### src/rtl/multicycle_ctrl_pkg.sv
// Shared encodings for the multi-cycle MIPS-subset control FSM: opcodes,
// state enum, ALU/mux select encodings and the control-output bundle.
package multicycle_ctrl_pkg;

    localparam logic [5:0] OP_RTYPE = 6'b000000;
    localparam logic [5:0] OP_LW    = 6'b100011;
    localparam logic [5:0] OP_SW    = 6'b101011;
    localparam logic [5:0] OP_BEQ   = 6'b000100;
    localparam logic [5:0] OP_ADDI  = 6'b001000;
    localparam logic [5:0] OP_SLTI  = 6'b001010;
    localparam logic [5:0] OP_ORI   = 6'b001101;
    localparam logic [5:0] OP_J     = 6'b000010;

    typedef enum logic [3:0] {
        S_FETCH   = 4'd0,
        S_DECODE  = 4'd1,
        S_MEMADDR = 4'd2,
        S_MEMRD   = 4'd3,
        S_MEMWB   = 4'd4,
        S_MEMWR   = 4'd5,
        S_EXEC_R  = 4'd6,
        S_ALUWB_R = 4'd7,
        S_EXEC_I  = 4'd8,
        S_ALUWB_I = 4'd9,
        S_BRANCH  = 4'd10,
        S_JUMP    = 4'd11
    } state_e;

    typedef enum logic [2:0] {
        ALU_ADD   = 3'b000,
        ALU_SUB   = 3'b001,
        ALU_FUNCT = 3'b010,
        ALU_OR    = 3'b011,
        ALU_SLT   = 3'b100
    } alu_op_e;

    typedef enum logic [1:0] {
        SRCB_REG     = 2'b00,
        SRCB_FOUR    = 2'b01,
        SRCB_IMM     = 2'b10,
        SRCB_IMM_SH2 = 2'b11
    } src_b_e;

    localparam logic [1:0] PCSRC_ALU    = 2'b00;
    localparam logic [1:0] PCSRC_ALUOUT = 2'b01;
    localparam logic [1:0] PCSRC_JUMP   = 2'b10;

    typedef struct packed {
        logic       pc_write;
        logic       pc_write_cond;
        logic [1:0] pc_src;
        logic       ir_write;
        logic       i_or_d;
        logic       mem_read;
        logic       mem_write;
        logic       mem_to_reg;
        logic       reg_dst;
        logic       reg_write;
        logic       alu_src_a;
        src_b_e     alu_src_b;
        alu_op_e    alu_op;
        logic       ext_zero;
    } ctrl_t;

endpackage

### src/rtl/multicycle_ctrl_out_decode.sv
// Combinational state/opcode -> datapath control map. MC_CTRL_JUMP_EN adds
// the JUMP state decode (pc_src = jump target).
import multicycle_ctrl_pkg::*;

module mc_out_decode (
    input  state_e     state_i,
    input  logic [5:0] op_i,
    input  logic       mem_ready_i,
    input  logic       run_i,
    output ctrl_t      ctrl_o
);

    ctrl_t c;

    always_comb begin
        c = '0;
        case (state_i)
            S_FETCH: begin
                c.mem_read  = 1'b1;
                c.alu_src_b = SRCB_FOUR;
                // IR and PC only latch in the cycle the instruction word arrives
                c.ir_write  = mem_ready_i;
                c.pc_write  = mem_ready_i;
            end
            S_DECODE:  c.alu_src_b = SRCB_IMM_SH2;
            S_MEMADDR: begin
                c.alu_src_a = 1'b1;
                c.alu_src_b = SRCB_IMM;
            end
            S_MEMRD: begin
                c.mem_read = 1'b1;
                c.i_or_d   = 1'b1;
            end
            S_MEMWB: begin
                c.reg_write  = 1'b1;
                c.mem_to_reg = 1'b1;
            end
            S_MEMWR: begin
                c.mem_write = 1'b1;
                c.i_or_d    = 1'b1;
            end
            S_EXEC_R: begin
                c.alu_src_a = 1'b1;
                c.alu_op    = ALU_FUNCT;
            end
            S_ALUWB_R: begin
                c.reg_write = 1'b1;
                c.reg_dst   = 1'b1;
            end
            S_EXEC_I: begin
                c.alu_src_a = 1'b1;
                c.alu_src_b = SRCB_IMM;
                case (op_i)
                    OP_SLTI: c.alu_op = ALU_SLT;
                    OP_ORI: begin
                        c.alu_op   = ALU_OR;
                        c.ext_zero = 1'b1;
                    end
                    default: c.alu_op = ALU_ADD;
                endcase
            end
            S_ALUWB_I: c.reg_write = 1'b1;
            S_BRANCH: begin
                c.alu_src_a     = 1'b1;
                c.alu_op        = ALU_SUB;
                c.pc_write_cond = 1'b1;
                c.pc_src        = PCSRC_ALUOUT;
            end
`ifdef MC_CTRL_JUMP_EN
            S_JUMP: begin
                c.pc_write = 1'b1;
                c.pc_src   = PCSRC_JUMP;
            end
`endif
            default: ;
        endcase
        // Hold every strobe low while reset is asserted
        ctrl_o = run_i ? c : '0;
    end

endmodule

### src/rtl/multicycle_ctrl.sv
// Multi-cycle MIPS-subset control FSM: state register, memory wait/timeout
// tracking and next-state logic. Define MC_CTRL_JUMP_EN to support j.
import multicycle_ctrl_pkg::*;

module multicycle_ctrl #(
    parameter int MEM_WAIT_MAX = 15
) (
    input  logic       clk_i,
    input  logic       rst_i,
    input  logic [5:0] op_i,
    input  logic [5:0] funct_i,
    input  logic       zero_i,
    input  logic       mem_ready_i,
    output logic       pc_write_o,
    output logic       pc_write_cond_o,
    output logic [1:0] pc_src_o,
    output logic       ir_write_o,
    output logic       i_or_d_o,
    output logic       mem_read_o,
    output logic       mem_write_o,
    output logic       mem_to_reg_o,
    output logic       reg_dst_o,
    output logic       reg_write_o,
    output logic       alu_src_a_o,
    output logic [1:0] alu_src_b_o,
    output logic [2:0] alu_op_o,
    output logic       ext_zero_o,
    output logic       illegal_o,
    output logic       timeout_o,
    output logic [3:0] state_o
);

    localparam int CW   = (MEM_WAIT_MAX > 1) ? $clog2(MEM_WAIT_MAX + 1) : 1;
    localparam int WLIM = (MEM_WAIT_MAX > 0) ? MEM_WAIT_MAX - 1 : 0;

    state_e        state_q, state_d;
    logic [CW-1:0] wait_q, wait_d;
    logic          timeout_q, timeout_d;
    logic          illegal_q, illegal_d;
    logic          req_st, wait_hit;
    ctrl_t         ctrl;

    // funct and zero are consumed by the ALU control / PC write gating downstream
    logic unused_ins;
    assign unused_ins = ^{funct_i, zero_i};

    assign req_st   = (state_q == S_FETCH) || (state_q == S_MEMRD) || (state_q == S_MEMWR);
    assign wait_hit = (MEM_WAIT_MAX != 0) && (wait_q == CW'(WLIM));

    always_ff @(posedge clk_i or negedge rst_i) begin
        if (!rst_i) begin
            state_q   <= S_FETCH;
            wait_q    <= '0;
            timeout_q <= 1'b0;
            illegal_q <= 1'b0;
        end else begin
            state_q   <= state_d;
            wait_q    <= wait_d;
            timeout_q <= timeout_d;
            illegal_q <= illegal_d;
        end
    end

    always_comb begin
        state_d   = state_q;
        wait_d    = wait_q;
        timeout_d = timeout_q;
        illegal_d = 1'b0;
        case (state_q)
            S_FETCH:  if (mem_ready_i) state_d = S_DECODE;
            S_DECODE: begin
                case (op_i)
                    OP_LW, OP_SW:              state_d = S_MEMADDR;
                    OP_RTYPE:                  state_d = S_EXEC_R;
                    OP_ADDI, OP_SLTI, OP_ORI:  state_d = S_EXEC_I;
                    OP_BEQ:                    state_d = S_BRANCH;
`ifdef MC_CTRL_JUMP_EN
                    OP_J:                      state_d = S_JUMP;
`endif
                    default: begin
                        state_d   = S_FETCH;
                        illegal_d = 1'b1;
                    end
                endcase
            end
            S_MEMADDR: state_d = (op_i == OP_SW) ? S_MEMWR : S_MEMRD;
            S_MEMRD:   if (mem_ready_i) state_d = S_MEMWB;
            S_MEMWR:   if (mem_ready_i) state_d = S_FETCH;
            S_EXEC_R:  state_d = S_ALUWB_R;
            S_EXEC_I:  state_d = S_ALUWB_I;
            default:   state_d = S_FETCH;
        endcase
        // Abandon a stalled access after MEM_WAIT_MAX idle cycles and refetch
        if (req_st) begin
            if (mem_ready_i) begin
                wait_d = '0;
            end else if (wait_hit) begin
                wait_d    = '0;
                timeout_d = 1'b1;
                state_d   = S_FETCH;
            end else begin
                wait_d = wait_q + 1'b1;
            end
        end
    end

    mc_out_decode u_dec (
        .state_i     (state_q),
        .op_i        (op_i),
        .mem_ready_i (mem_ready_i),
        .run_i       (rst_i),
        .ctrl_o      (ctrl)
    );

    assign pc_write_o      = ctrl.pc_write;
    assign pc_write_cond_o = ctrl.pc_write_cond;
    assign pc_src_o        = ctrl.pc_src;
    assign ir_write_o      = ctrl.ir_write;
    assign i_or_d_o        = ctrl.i_or_d;
    assign mem_read_o      = ctrl.mem_read;
    assign mem_write_o     = ctrl.mem_write;
    assign mem_to_reg_o    = ctrl.mem_to_reg;
    assign reg_dst_o       = ctrl.reg_dst;
    assign reg_write_o     = ctrl.reg_write;
    assign alu_src_a_o     = ctrl.alu_src_a;
    assign alu_src_b_o     = ctrl.alu_src_b;
    assign alu_op_o        = ctrl.alu_op;
    assign ext_zero_o      = ctrl.ext_zero;
    assign illegal_o       = illegal_q;
    assign timeout_o       = timeout_q;
    assign state_o         = state_q;

endmodule
### config.mk
export PLATFORM = sky130hd
export DESIGN_NAME = multicycle_ctrl
export DESIGN_NICKNAME = d
export VERILOG_FILES = /design/src/rtl/multicycle_ctrl_pkg.sv /design/src/rtl/multicycle_ctrl_out_decode.sv /design/src/rtl/multicycle_ctrl.sv
export SDC_FILE = /design/constraint.sdc
export NUM_CORES = 1
export LEC_CHECK = 0
export ABC_CLOCK_PERIOD_IN_PS = 4300
export BUFFER_PORTS_ARGS = -buffer_cell sky130_fd_sc_hd__buf_2
export CAP_MARGIN = 20
export CORE_MARGIN = 3
export CORE_UTILIZATION = 50
export DETAILED_ROUTE_END_ITERATION = 8
export MAX_ROUTING_LAYER = met4
export PLACE_DENSITY = 0.88
export RECOVER_POWER = 100
export SYNTH_ARGS = -nofsm -noshare
export SYNTH_HDL_FRONTEND = slang
export SYNTH_SLANG_ARGS = --single-unit
### constraint.sdc
create_clock -name clk_i -period 4.3 [get_ports clk_i]
set_clock_uncertainty 0.15 [all_clocks]
set_input_delay 0.43 -clock clk_i [delete_from_list [all_inputs] [get_ports clk_i]]
set_output_delay 0.43 -clock clk_i [all_outputs]
set_load 0.01 [all_outputs]
==> summary.md <==
| Metric | Value |
|---|---|
| Sequential share of the synthesized area | 24.07% |
| Wire length per cell | roughly 14 um |
| CTS tree | built |
| Top cell type by total area after synthesis | dfrtp_1 |
| Post-CTS sizing | 0 |
| Share of layout cells above drive strength 1 | 11.72% |
| CP startpoint kind | primary input |
| Final ANT Viol Nets | 0 |
| Max_slew headroom | 40.09% |
| Root Buffer | clkbuf_4 |
| Initial antenna violation count | 0 |
| Ports | 40 |
| Ys flop type | dfrtp_1 |
| Vias per cell | between 5 and 6 |
| Hold Path Depth | 1 |
| Hold Vio Cnt, Final | 0 |
| Cell family with most CP delay | buffers and inverters |
| Rows | 15 |
| WP data required | 3.72 ns |
| Initial Util | 56.53% |
| Die height | 51.60 um |
| Hold Path End | timeout_o$_DFFE_PN0P_ |
| Port Buf Inserts | 31 |
| Syn avg cell area | 8.523 sq um |
| Static Leak | about 0.46 nW |
| Synthesized flop and latch total | 10 |
| CTS sink cnt | 10 |
| Critical Path Most Common Cell | clkbuf_1 |
| Critical path, cell by cell | dlygate4sd3_1 -> clkbuf_1 -> and3_1 -> and2_0 -> or2_1 -> clkbuf_1 |
| Via count | 967 |
| Fillers | 186 |
| Reg2reg path depth | 4 |
| Total wire length | approximately 2300 um |
| Total of max-cap violations | 0 |
| Clock transition at path regs | 0.06 ns |
| Asr flop ratio synth | 100.0% |
| Sequential Area | 250.2 sq um |
| Top cells by count, synth | 10 x dfrtp_1, 8 x o21ai_0, 7 x nor2_1, 7 x nor3_1 |
| R2R Setup Slk | 2.10 ns |
| Layout area overhead | 5.295% |
| Final setup viols | 0 |
| WS Path Type | in2out |
| Area of the multi-input gates | 631.9 sq um |
| Pin count of the biggest net entering global routing | 24 |
| GR Util All Layers | 19.11% |
| Die W | 51.60 um |
| Synth cell types | 52 |
| Tightest Pin Transition | 0.8986 ns |
| RSZ-0062 raised after global routing | no |
| CP Buf/Inv Count | 3 |
| Yosys warnings | 0 |
| Hold buffers post-CTS | 1 |
| Most frequent cell after synthesis | dfrtp_1 |
| EDFF count, synth | 0 |
| Power Density | roughly 440 mW/mm^2 |
| Hold Path Class | reg2reg |
| Synth area leaders | dfrtp_1 24%, clkbuf_8 5.3%, o21ai_0 3.9% |
| Crit Path Max Fanout | 20 |
| Drt drc | 0 |
| Diode count | 0 |
| Vias in the first global route | 906 |
| Worst R2R Start | state_o[2]$_DFF_PN0_ |
| H-Tree Depth | 1 |
| Total negative slack | 0 ns |
| Slew Viols, Final | 0 |
| Initial DRC count | 15 |
| Final Cycle Share | 66.86% |
| GR Overflow Total | 0 |
| Mapped Nets | 140 |
| Synth top area share | 24.07% |
| RePlAce Congestion | 0.7728 |
| CP endpoint kind | primary output |
| Slowest CP cell | clkbuf_1 |
| HP Start | timeout_o$_DFFE_PN0P_ |
| DP HPWL | 1719 um |
| Post-CTS setup buffer count | 0 |
| Post-Syn Area | 0.001040 sq mm |
| Critical R2R Capture | wait_q[2]$_DFFE_PN0N_ |
| Core area | 0.001839 sq mm |
| First-pass DRT Iterations | 4 |
| Mapped Cells | 122 |
| First-pass GRT wire length | 3815 um |
| VDD IR max | 311.5 uV |
| Final-stage net count | 165 |
| Status | completed |
| Post-layout util | approximately three fifths |
| Worst endpoint data arrival time | between 2 and 2.5 ns |
| CTS buffer count | 3 |
| Maximum root-to-sink buffer count | 2 |
| CP peak stage delay | 0.67 ns |
| Worst-Skew Late Latency | approximately 0.26 ns |
| Max Fclk | 0.3478 GHz |
| Minimum clock period after layout | between 2 and 3 ns |
| Die area | ~0.0027 sq mm |
-- worst max path at each step --
stage	start	to	slack, ns	cells past startpoint
CTS	state_o[1]$_DFF_PN0_	alu_op_o[0]	1.83	5
finish	rst_i	alu_op_o[0]	1.43	6
detailed placement	state_o[3]$_DFF_PN0_	alu_op_o[0]	2.13	5
global route	rst_i	alu_op_o[0]	1.24	6
global placement	state_o[1]$_DFF_PN0_	alu_op_o[0]	2.15	5
floorplan	state_o[2]$_DFF_PN0_	pc_write_o	2.17	6
-- metal layers --
layer	GRT usage, %	wire (um)	vias up
met5	-	0	-
met4	7.424	28	0
met3	2.865	125	3
met2	30.93	1084	28
met1	24.02	1073	446
li1	-	-	490
-- where the power goes --
part / switching, mW / total (mW) / internal, mW / leakage (nW)
Combinational: 0.128 / 0.228 / 0.100 / 0.307
Clock: 0.0314 / 0.0638 / 0.0324 / 0.0138
Sequential: 0.0719 / 0.190 / 0.118 / 0.134
-- sequential cells by signal, summed over array words and instances (netlist names) --
| name | count |
|---|---|
| illegal_o | 1 |
| timeout_o | 1 |
| wait_q | 4 |
| state_o | 4 |
-- worst reg2reg max path, stage by stage (launching register included) --
cell and delay, ns:
dfrtp_1 0.79, and4bb_1 0.29, a31oi_1 0.47, or2_0 0.27
o21ai_0 0.11
-- cell usage in the layout, fill, tap and decap left out, drive strengths merged, types with 5 or more instances in the layout --
| cell type | netlist | routed |
|---|---|---|
| nor2 | 8 | 8 |
| a21oi | 5 | 5 |
| nand2b | 6 | 6 |
| o21ai | 10 | 10 |
| buf | 7 | 8 |
| nor3 | 7 | 7 |
| clkbuf | 5 | 26 |
| nand2 | 6 | 6 |
| inv | 6 | 6 |
| dfrtp | 10 | 10 |
-- stage by stage --
step           power [mW]  instances  instance area (sq um)  hold WS [ns]  setup WS, ns
6_report           0.4812        170                   1095        0.3254         1.425
5_1_grt            0.5281        170                   1095        0.3697         1.240
4_1_cts            0.5108        170                   1145        0.3290         1.831
3_5_place_dp       0.4417        166                   1112        0.2102         2.134
3_3_place_gp       0.4299        166                   1112        0.2028         2.154
2_1_floorplan      0.4035        122                   1040      -0.01559         2.167
-- cells by family after synthesis --
family / after synthesis / synth area share (%)
simple gates: 55 / 35.98
compound gates: 32 / 20.58
buf+inv: 18 / 13.12
flops: 10 / 24.07
xor+xnor: 3 / 2.528
fa+ha+maj: 2 / 2.406
other cells: 1 / 0.3607
mux: 1 / 0.9627
-- final cells by class --
type,count,area share (%)
tap,25,2.857
multi-input combinational,94,57.71
clock buffer,3,2.057
timing repair buffer,32,12.46
sequential,10,22.86
inverter,6,2.057
Note: power is estimated with default switching activity, not from simulation.
